`config.mk`:
```
export PLATFORM = sky130hd
export DESIGN_NAME = adat_rx_frame_assembler
export DESIGN_NICKNAME = d
export VERILOG_FILES = /design/src/rtl/adat_rx_frame_assembler.sv
export SDC_FILE = /design/constraint.sdc
export NUM_CORES = 1
export LEC_CHECK = 0
export ABC_CLOCK_PERIOD_IN_PS = 26700
export BUFFER_PORTS_ARGS = -buffer_cell sky130_fd_sc_hd__buf_4
export CORE_ASPECT_RATIO = 0.5
export CORE_UTILIZATION = 60
export CTS_CLUSTER_SIZE = 28
export DETAILED_ROUTE_END_ITERATION = 12
export PLACE_DENSITY = 0.84
export SYNTH_ARGS = -nofsm -noshare
export SYNTH_HDL_FRONTEND = slang
export SYNTH_SLANG_ARGS = --single-unit
```
`constraint.sdc`:
```
create_clock -name i_clk -period 26.7 [get_ports i_clk]
set_input_delay 5.34 -clock i_clk [delete_from_list [all_inputs] [get_ports i_clk]]
set_output_delay 5.34 -clock i_clk [all_outputs]
set_load 0.05 [all_outputs]
```
`src/rtl/adat_rx_frame_assembler.sv`:
```
// ADAT receive frame assembler: gathers channels 0..7 into a shadow buffer and publishes whole frames.
// Optional macro ADAT_RX_FRAME_CNT_EN adds a 16-bit published-frame counter on o_frame_count.
module adat_rx_frame_assembler (
  input  logic         i_clk,
  input  logic         i_rst,
  input  logic [23:0]  i_data,
  input  logic [2:0]   i_channel,
  input  logic         i_data_valid,
  input  logic [3:0]   i_user,
  input  logic         i_sync,
  output logic [191:0] o_samples,
  output logic [3:0]   o_user,
  output logic         o_frame_valid,
  input  logic         i_frame_ready,
  output logic         o_overrun,
  output logic         o_seq_err
`ifdef ADAT_RX_FRAME_CNT_EN
  ,output logic [15:0] o_frame_count
`endif
);

  typedef enum logic [1:0] {S_IDLE, S_COLLECT, S_DISCARD} state_t;

  state_t        state_q;
  logic [2:0]    expected_q;
  logic [23:0]   shadow_q [8];
  logic [3:0]    user_cap_q;
  logic [191:0]  samples_q;
  logic [3:0]    user_q;
  logic          frame_valid_q;
  logic          overrun_q;
  logic          seq_err_q;

  logic          word_q_valid;
  logic          in_seq_d;
  logic          seq_err_d;
  logic          last_d;
  logic          publish_d;
  logic          overrun_d;
  logic [191:0]  frame_word;

  // Channel 7 bypasses the shadow so the frame publishes on the same edge it arrives.
  genvar gi;
  generate
    for (gi = 0; gi < 7; gi++) begin : g_pack
      assign frame_word[24*gi +: 24] = shadow_q[gi];
    end
  endgenerate
  assign frame_word[191:168] = i_data;

  always_comb begin
    word_q_valid = i_data_valid && i_sync;
    in_seq_d     = 1'b0;
    seq_err_d    = 1'b0;
    if (word_q_valid && state_q == S_COLLECT) begin
      in_seq_d  = (i_channel == expected_q);
      seq_err_d = (i_channel != expected_q);
    end
    last_d    = in_seq_d && (expected_q == 3'd7);
    publish_d = last_d && (!frame_valid_q || i_frame_ready);
    overrun_d = last_d && frame_valid_q && !i_frame_ready;
  end

`ifdef ADAT_RX_FRAME_CNT_EN
  logic [15:0] frame_count_q;
  always_ff @(posedge i_clk or posedge i_rst) begin
    if (i_rst) frame_count_q <= '0;
    else if (publish_d) frame_count_q <= frame_count_q + 16'd1;
  end
  assign o_frame_count = frame_count_q;
`endif

  always_ff @(posedge i_clk or posedge i_rst) begin
    if (i_rst) begin
      state_q       <= S_IDLE;
      expected_q    <= '0;
      user_cap_q    <= '0;
      samples_q     <= '0;
      user_q        <= '0;
      frame_valid_q <= 1'b0;
      overrun_q     <= 1'b0;
      seq_err_q     <= 1'b0;
      for (int i = 0; i < 8; i++) shadow_q[i] <= '0;
    end else begin
      overrun_q <= overrun_d;
      seq_err_q <= seq_err_d;

      if (publish_d) begin
        samples_q     <= frame_word;
        user_q        <= user_cap_q;
        frame_valid_q <= 1'b1;
      end else if (frame_valid_q && i_frame_ready) begin
        frame_valid_q <= 1'b0;
      end

      // Loss of lock abandons the partial frame; the published frame is untouched.
      if (!i_sync) begin
        state_q    <= S_IDLE;
        expected_q <= '0;
      end else if (i_data_valid) begin
        if (in_seq_d) begin
          shadow_q[expected_q] <= i_data;
          if (expected_q == 3'd7) begin
            state_q    <= S_IDLE;
            expected_q <= '0;
          end else begin
            expected_q <= expected_q + 3'd1;
          end
        end else if (i_channel == 3'd0) begin
          shadow_q[0] <= i_data;
          user_cap_q  <= i_user;
          expected_q  <= 3'd1;
          state_q     <= S_COLLECT;
        end else if (state_q == S_COLLECT) begin
          state_q <= S_DISCARD;
        end
      end
    end
  end

  assign o_samples     = samples_q;
  assign o_user        = user_q;
  assign o_frame_valid = frame_valid_q;
  assign o_overrun     = overrun_q;
  assign o_seq_err     = seq_err_q;

endmodule
```
==> results of run 1 <==
power groups by stage:
stage	Sequential, W	Combinational [W]	Clock (W)
6_report	0.000585	0.0000325	0.000444
5_1_grt	0.000586	0.0000366	0.000477
4_1_cts	0.000585	0.0000336	0.000454
3_5_place_dp	0.000596	0.0000333	0
3_3_place_gp	0.000595	0.0000317	0
2_1_floorplan	0.000594	0.0000195	0
cells by family after synthesis:
group	count (synthesis)	synth area share
AO/OA/AOI/OAI	10	0.00506
XOR/XNOR	3	0.00340
adder cells (fa/ha/maj)	2	0.00174
buffers and inverters	45	0.0252
flip-flops	376	0.656
multiplexers	368	0.297
AND/OR/NAND/NOR	22	0.0121
per-layer routing:
metal	vias to the layer above	track usage	share of wire	wire, um
met5	-	0	0	0
met4	0	0.0708	0.028	822
met3	57	0.0440	0.039	1130
met2	141	0.411	0.51	14800
met1	4094	0.341	0.43	12500
li1	3406	-	-	-
path summary, 6_finish.rpt:
kind,startpoint,to,slack [ns]
setup / recovery,i_channel[2],o_samples[47]$_DFFE_PP0P_,18.02
hold / removal,o_samples[2]$_DFFE_PP0P_,o_samples[2]$_DFFE_PP0P_,0.49
setup reg to reg,expected_q[0]$_DFFE_PP0P_,o_samples[47]$_DFFE_PP0P_,22.30
hold reg to reg,o_samples[2]$_DFFE_PP0P_,o_samples[2]$_DFFE_PP0P_,0.49
max in group asynchronous,i_rst,o_samples[92]$_DFFE_PP0P_,19.21
min in group asynchronous,i_rst,o_samples[2]$_DFFE_PP0P_,5.04
stage by stage:
| stage | hold WS (ns) | total power (W) | instance area [um^2] | cells |
|---|---|---|---|---|
| 2_1_floorplan | 0.460 | 0.000614 | 14300 | 826 |
| 3_3_place_gp | 0.468 | 0.000626 | 16300 | 1334 |
| 4_1_cts | 0.494 | 0.00107 | 17200 | 1391 |
| 6_report | 0.488 | 0.00106 | 17200 | 1391 |
| 5_1_grt | 0.510 | 0.00110 | 17200 | 1391 |
| 3_5_place_dp | 0.478 | 0.000629 | 16300 | 1334 |
final cells by class:
cell class                 count  area share
timing repair buffer         244       0.106
sequential                   376       0.546
multi-input combinational    405       0.267
inverter                       2    0.000871
clock buffer                  44      0.0502
tap                          307      0.0223
clock inverter                13     0.00704
flip-flops by register name, summed over array words and instances (netlist names):
register       cells
expected_q         3
frame_word       168
o_frame_valid      1
o_overrun          1
o_samples        192
o_seq_err          1
o_user             4
state_q            2
user_cap_q         4
critical path, cell delays in order:
cell and delay (ns):
buf_4 0.13, xnor2_2 0.25, and4b_1 0.42, and3_4 0.79
buf_4 0.79, buf_4 0.92, mux2_2 0.42
synth_stat cells (3+ instances only):
cell type  number  area share
mux2_1         14       0.011
mux2_2        324        0.25
buf_2          20      0.0070
nand2_1         4      0.0010
clkbuf_1        3     0.00078
xnor2_2         3      0.0034
nor2_1          3     0.00078
dfrtp_1       376        0.66
mux2_4         30       0.031
buf_6          18       0.014
==> key figures, run 1 <==
Hold path
  – Hold Crit Depth: 1
  – Hold crit path type: reg -> reg

Timing
  – Slack of the critical path: 18.02 ns
  – Final setup vio count: 0
  – Max Fclk: 0.115 GHz
  – Slew @ Worst Pin: 1.05 ns
  – Max Transition Viols Final: 0
  – Slew headroom: 0.303
  – Layout Skew: 0.0109 ns
  – Final Hold Fails: 0
  – Fin crit share: 0.325
  – Final min period: 8.68 ns
  – RSZ-0062 raised after global routing: no
  – Setup TNS: 0 ns

Routing
  – DRT Wirelength: 29300 um
  – Vias: 7698
  – Routed len/inst: 21.1 um
  – Iter 0 DRT Violations: 424
  – Drt drc: 8
  – Vias per cell: 5.53
  – DRT Pass-1 Iters: 10
  – Antenna Violating Nets Remaining: 0

Clock tree
  – Clock Sinks: 376
  – Cts bufs inserted: 31
  – Post-CTS setup repair buffer count: 0
  – Clock Pin Slew Worst Setup and Hold Paths: 0.07 ns
  – CTS Hold Bufs: 0
  – Clock buffer depth: 3
  – Post-CTS Resized: 0
  – H-tree Lvls: 1
  – CTS root buffer: clkbuf_16
  – CTS tree: yes
  – Worst skew pair latency: 0.56 ns

Synthesis
  – Number of flops mapped to enable cells by yosys: 0
  – Netlist cell types: 33
  – Syn avg cell area: 17.4 um^2
  – Primary FF master, synth: dfrtp_1
  – Async SR Flop Fraction: 1.00
  – Synth Warn #: 0
  – Post-Syn Instances: 826
  – Synthesized flop and latch total: 376
  – Synthesized area: 14300 um^2
  – Synth Net Count: 864
  – Sequential share of the synthesized area: 0.656

Setup path
  – WS Path Type: in -> reg
  – Critical Path RT: 27.14 ns
  – CP Launch Type: input port
  – Crit-path max FO: 74
  – WP data arrival: 9.13 ns
  – Critical path capture point type: flop
  – R2r worst-path depth: 6

Pwr
  – Logic pwr share: 0.031
  – Leakage Power: 9.22 nW
  – Power Density: 61.6 nW/um^2
  – Clock share of power: 0.418
  – P_int: 0.000837 W
  – Flop pwr share: 0.551
  – Peak supply drop: 0.0520 mV
  – Switching power: 0.000225 W
  – Sw frac: 0.212

Place
  – Post-detail-place hpwl: 18700 um
  – Routability Congestion: 0.786
  – Placement Setup Slack: 17.45 ns
  – IO buf count: 234

Layout
  – Layout area overhead: 20.1%
  – Fin nets: 1098
  – Share of cells above drive strength 1: 0.606
  – Final Util: 0.745
  – Reg area: 9410 um^2
  – Most common cell after layout, fill and taps aside: dfrtp_1
  – ANT cells: 0
  – Commonest cells after routing, fill and taps aside: 376 x dfrtp_1, 324 x mux2_2, 244 x buf_4
  – Fillers: 1441
  – Multi-input logic area: 4610 um^2

Global route
  – First-pass GRT wire length: 47100 um
  – Total GRT Usage: 0.248
  – Vias in the first global route: 8375
  – Largest net degree at the start of global routing: 160
  – Remaining Overflow, GRT: 0
  – Initial antenna violation count: 0

Floorplanning
  – Core footprint: 23100 um^2
  – FP Rows: 39
  – Initial core utilization: 0.620
  – Die Footprint: 24600 um^2
  – Chip Height: 111 um
  – Die width: 221 um
  – I/O pin cnt: 235

Status
  – Status: finished, violations left
  – Failing checks: design-rule violations

Flow run
  – Max-Cap Viols: 0
Power figures use the tool's default switching activity.
==> run 2: changes to the inputs <==
Settings changed: ABC_CLOCK_PERIOD_IN_PS 26700 to 9090, CORE_UTILIZATION 60 to 56, PLACE_DENSITY 0.84 to 0.79.
Clock period 26.7 ns to 9.09 ns, I/O delays scaled along.
==> key figures, run 2 (synthesis results as in run 1) <==
Status
  – Status: finished clean

Pwr
  – Switching power: 0.000684 W
  – Sw frac: 0.212
  – P_int: 0.00254 W
  – Power Density: 186 nW/um^2
  – Peak supply drop: 0.140 mV
  – Logic pwr share: 0.030
  – Flop pwr share: 0.532
  – Leakage Power: 9.24 nW
  – Clock share of power: 0.438

Layout
  – Share of cells above drive strength 1: 0.610
  – Most common cell after layout, fill and taps aside: dfrtp_1
  – Post-route cell area: 17400 um^2
  – ANT cells: 0
  – Fin nets: 1097
  – Largest register FFs: 192
  – Layout area overhead: 21.1%
  – Commonest cells after routing, fill and taps aside: 376 x dfrtp_1, 324 x mux2_2, 241 x buf_4

Setup path
  – Worst path max stage delay: 0.93 ns
  – WP data arrival: 4.95 ns
  – CP max-delay cell: and3_4
  – Crit-path max FO: 75
  – Most used cell, CP: buf_4
  – WS Path Type: in -> reg
  – Cells along the critical path: buf_4 > xnor2_2 > and4b_1 > and3_4 > buf_4 > mux2_2
  – Critical path capture point type: flop
  – Critical Path RT: 9.53 ns
  – Crit path buf inv count: 2
  – CP Launch Type: input port
  – CP delay by family, top: simple AND/OR/NAND/NOR gates

Timing
  – Final Hold Fails: 0
  – Final min period: 4.51 ns
  – Slew headroom: 0.243
  – Layout Skew: 0.0124 ns
  – Max Fclk: 0.222 GHz
  – Fin crit share: 0.497
  – Max Transition Viols Final: 0
  – RSZ-0062 raised after global routing: no
  – Slew @ Worst Pin: 1.14 ns
  – Setup TNS: 0 ns
  – Final setup vio count: 0

Clock tree
  – Clock buffer depth: 3
  – CTS root buffer: clkbuf_16
  – Clock Sinks: 376
  – Worst skew pair latency: 0.56 ns
  – CTS Hold Bufs: 0
  – Post-CTS Resized: 0
  – CTS tree: yes
  – Clock Pin Slew Worst Setup and Hold Paths: 0.07 ns
  – H-tree Lvls: 1
  – Post-CTS setup repair buffer count: 0
  – Cts bufs inserted: 31

Global route
  – First-pass GRT wire length: 47100 um
  – Remaining Overflow, GRT: 0
  – Vias in the first global route: 8128
  – Initial antenna violation count: 0
  – Total GRT Usage: 0.231
  – Largest net degree at the start of global routing: 193

Routing
  – Vias per cell: 5.45
  – DRT Wirelength: 29700 um
  – DRT Pass-1 Iters: 4
  – Drt drc: 0
  – Iter 0 DRT Violations: 421
  – Routed len/inst: 20.9 um
  – Antenna Violating Nets Remaining: 0
  – Vias: 7729

Place
  – Post-detail-place hpwl: 18900 um
  – Area of placed instances: 16300 um^2
  – Routability Congestion: 0.782
  – IO buf count: 234

Floorplanning
  – Die width: 228 um
  – I/O pin cnt: 235
  – Die Footprint: 26300 um^2
  – Core footprint: 24600 um^2
  – Chip Height: 115 um
  – FP Rows: 40
  – Initial core utilization: 0.584

Flow run
  – Max-Cap Viols: 0

Hold path
  – Hold crit path type: reg -> reg
[run 2: cell type report]
type | count | area [um^2]
tap | 336 | 420
timing repair buffer | 243 | 1850
fill | 1641 | 7190
clock buffer | 39 | 846
multi-input combinational | 405 | 4610
sequential | 376 | 9410
inverter | 2 | 11.3
clock inverter | 18 | 234
[run 2: worst reg2reg max path, cell delays in order (launching register included)]
cell and delay, ns:
dfrtp_1 0.56, xnor2_2 0.33, and4b_1 0.38, and3_4 0.93
buf_4 0.95, mux2_2 0.49
[run 2: metrics by stage]
stage | hold WS (ns) | power [W] | setup WS [ns] | util | std cells
floorplan | 0.460 | 0.00180 | 2.22 | - | 826
global placement | 0.470 | 0.00184 | 4.09 | 0.663 | 1362
detailed placement | 0.480 | 0.00185 | 4.00 | 0.663 | 1362
CTS | 0.495 | 0.00325 | 4.60 | 0.707 | 1419
global route | 0.513 | 0.00334 | 4.40 | 0.707 | 1419
finish | 0.493 | 0.00323 | 4.58 | 0.707 | 1419
[run 2: path summary, 6_finish.rpt]
path                                              end                      start  slack, ns  cells after the start
min in group asynchronous  o_samples[109]$_DFFE_PP0P_                      i_rst       1.48                      3
max reg2reg                o_samples[175]$_DFFE_PP0P_  expected_q[0]$_DFFE_PP0P_       5.34                      5
min reg2reg                  o_samples[2]$_DFFE_PP0P_  frame_word[2]$_DFFE_PP0P_       0.49                      1
max                        o_samples[175]$_DFFE_PP0P_               i_channel[2]       4.58                      6
max in group asynchronous   frame_word[2]$_DFFE_PP0P_                      i_rst       5.91                      4
min                          o_samples[2]$_DFFE_PP0P_  frame_word[2]$_DFFE_PP0P_       0.49                      1
[run 2: power groups by stage]
stage,combinational [W],sequential (W),clock [W]
2_1_floorplan,0.0000575,0.00175,0
3_3_place_gp,0.0000957,0.00175,0
3_5_place_dp,0.0000995,0.00175,0
4_1_cts,0.0000999,0.00172,0.00144
5_1_grt,0.000109,0.00172,0.00151
6_report,0.0000966,0.00172,0.00141
[run 2: per-layer routing]
| metal | global-route usage | vias up | wire length (um) |
|---|---|---|---|
| met2 | 0.401 | 122 | 15300 |
| met4 | 0.0555 | 0 | 575 |
| met5 | 0 | - | 0 |
| li1 | - | 3399 | - |
| met1 | 0.310 | 4170 | 13100 |
| met3 | 0.0382 | 38 | 822 |
==> run 3: changes to the inputs <==
Settings changed: ABC_CLOCK_PERIOD_IN_PS 9090 to 3850, CORE_UTILIZATION 56 to 51, PLACE_DENSITY 0.79 to 0.76.
Clock period 9.09 ns to 3.85 ns, I/O delays scaled along.
==> key figures, run 3 (synthesis results as in run 1) <==
Status
  – Status: finished clean

Setup path
  – Reg-to-reg startpoint: expected_q[0]$_DFFE_PP0P_
  – FF-to-FF setup slack: 1.15 ns
  – RR Endpoint: o_samples[171]$_DFFE_PP0P_
  – WP data arrival: 3.08 ns
  – WS Path Type: reg -> reg
  – Crit-path max FO: 52
  – CP Launch Type: flop
  – Critical path capture point type: flop
  – R2r worst-path depth: 5
  – Critical Path RT: 4.23 ns

Timing
  – Final min period: 2.70 ns
  – Slew headroom: 0.473
  – Layout Skew: 0.0133 ns
  – Final Hold Fails: 0
  – Max Transition Viols Final: 0
  – Hold_ws: 0.480 ns
  – Fin crit share: 0.701
  – RSZ-0062 raised after global routing: no
  – Max Fclk: 0.371 GHz
  – Final setup vio count: 0
  – Slew @ Worst Pin: 0.790 ns

Floorplanning
  – Die Footprint: 28800 um^2
  – I/O pin cnt: 235
  – Initial core utilization: 0.531
  – Die width: 239 um
  – Core footprint: 27000 um^2
  – FP Rows: 42
  – Chip Height: 121 um

Clock tree
  – CTS Hold Bufs: 0
  – Clock buffer depth: 3
  – Cts bufs inserted: 34
  – H-tree Lvls: 2
  – CTS tree: yes
  – CTS root buffer: clkbuf_16
  – Worst skew pair latency: 0.50 ns
  – Post-CTS setup repair buffer count: 0
  – Clock Pin Slew Worst Setup and Hold Paths: 0.07 ns
  – Clock Sinks: 376
  – Post-CTS Resized: 0

Routing
  – Vias per cell: 5.29
  – DRT Pass-1 Iters: 4
  – Routed len/inst: 20.3 um
  – Iter 0 DRT Violations: 438
  – Antenna Violating Nets Remaining: 0
  – Drt drc: 0
  – DRT Wirelength: 29700 um
  – Vias: 7743

Global route
  – Remaining Overflow, GRT: 0
  – Largest net degree at the start of global routing: 142
  – Met3 Use GR: 0.0384
  – First-pass GRT wire length: 47300 um
  – Total GRT Usage: 0.212
  – Vias in the first global route: 8302
  – M1 GR Usage: 0.277
  – Gr busiest metal: met2
  – Initial antenna violation count: 0
  – GR Layer Usage met2: 0.367

Hold path
  – Hold-critical path endpoint: o_samples[17]$_DFFE_PP0P_
  – Hold crit path type: reg -> reg
  – Hold Crit Depth: 1
  – Worst Hold Launch: frame_word[17]$_DFFE_PP0P_

Layout
  – Most common cell after layout, fill and taps aside: dfrtp_1
  – Largest register FFs: 192
  – Final Util: 0.654
  – Layout area overhead: 23.1%
  – ANT cells: 0
  – Fin nets: 1104
  – Share of cells above drive strength 1: 0.614
  – Commonest cells after routing, fill and taps aside: 376 x dfrtp_1, 324 x mux2_2, 242 x buf_4

Pwr
  – Leakage Power: 9.38 nW
  – Power Density: 453 nW/um^2
  – Peak supply drop: 0.253 mV

Flow run
  – Max-Cap Viols: 0

Place
  – Post-detail-place hpwl: 19000 um
  – Routability Congestion: 0.812
  – IO buf count: 234
-- run 3: changes by cell type in the layout (fill, tap and decap cells not counted) --
cell	before	now
clkbuf_16	31	37
clkinvlp_4	7	1
clkbuf_8	4	9
buf_12	2	5
buf_4	241	242
clkbuf_1	4	3
clkinv_2	6	5
clkinv_4	1	0
inv_8	0	1
-- run 3: metal layers --
| metal | vias up | wire [um] |
|---|---|---|
| li1 | 3399 | - |
| met1 | 4198 | 12700 |
| met2 | 107 | 15500 |
| met3 | 39 | 891 |
| met4 | 0 | 565 |
| met5 | - | 0 |
-- run 3: worst max-delay path by stage --
stage	start	end	slack (ns)	cells after the start
3_3_place_gp	i_channel[2]	o_samples[102]$_DFFE_PP0P_	1.0	6
3_5_place_dp	i_channel[2]	o_samples[147]$_DFFE_PP0P_	0.89	6
6_report	expected_q[0]$_DFFE_PP0P_	o_samples[171]$_DFFE_PP0P_	1.15	5
5_1_grt	expected_q[0]$_DFFE_PP0P_	o_samples[100]$_DFFE_PP0P_	1.03	5
2_1_floorplan	i_rst	expected_q[0]$_DFFE_PP0P_	-1.97	1
4_1_cts	expected_q[0]$_DFFE_PP0P_	o_samples[147]$_DFFE_PP0P_	1.15	5
-- run 3: worst max-delay path: stages, from the launching register on --
cell and delay (ns):
dfrtp_1 0.56, xnor2_2 0.33, and4b_1 0.39, and3_4 0.26, buf_4 0.56, mux2_2 0.41
-- run 3: power by group --
group          leakage (nW)  internal (W)  switching [W]
combinational          3.55     0.0000897       0.000142
sequential             5.21       0.00402      0.0000353
clock                 0.620       0.00226        0.00145
-- run 3: cell type report --
cell class | instances | area (um^2)
timing repair buffer | 247 | 1920
multi-input combinational | 405 | 4610
sequential | 376 | 9410
clock buffer | 49 | 1060
fill | 1940 | 9350
inverter | 2 | 11.3
clock inverter | 11 | 186
tap | 374 | 468
-- run 3: per-stage QoR --
stage               instances  TNS [ns]  instance area, um^2  setup slack, ns  total power [W]
floorplan                 826   -740.75                14400            -1.97          0.00426
global placement         1404         0                16400            0.995          0.00435
detailed placement       1404         0                16400            0.891          0.00437
CTS                      1464         0                17700             1.15          0.00808
global route             1464         0                17700             1.03          0.00830
finish                   1464         0                17700             1.15          0.00800
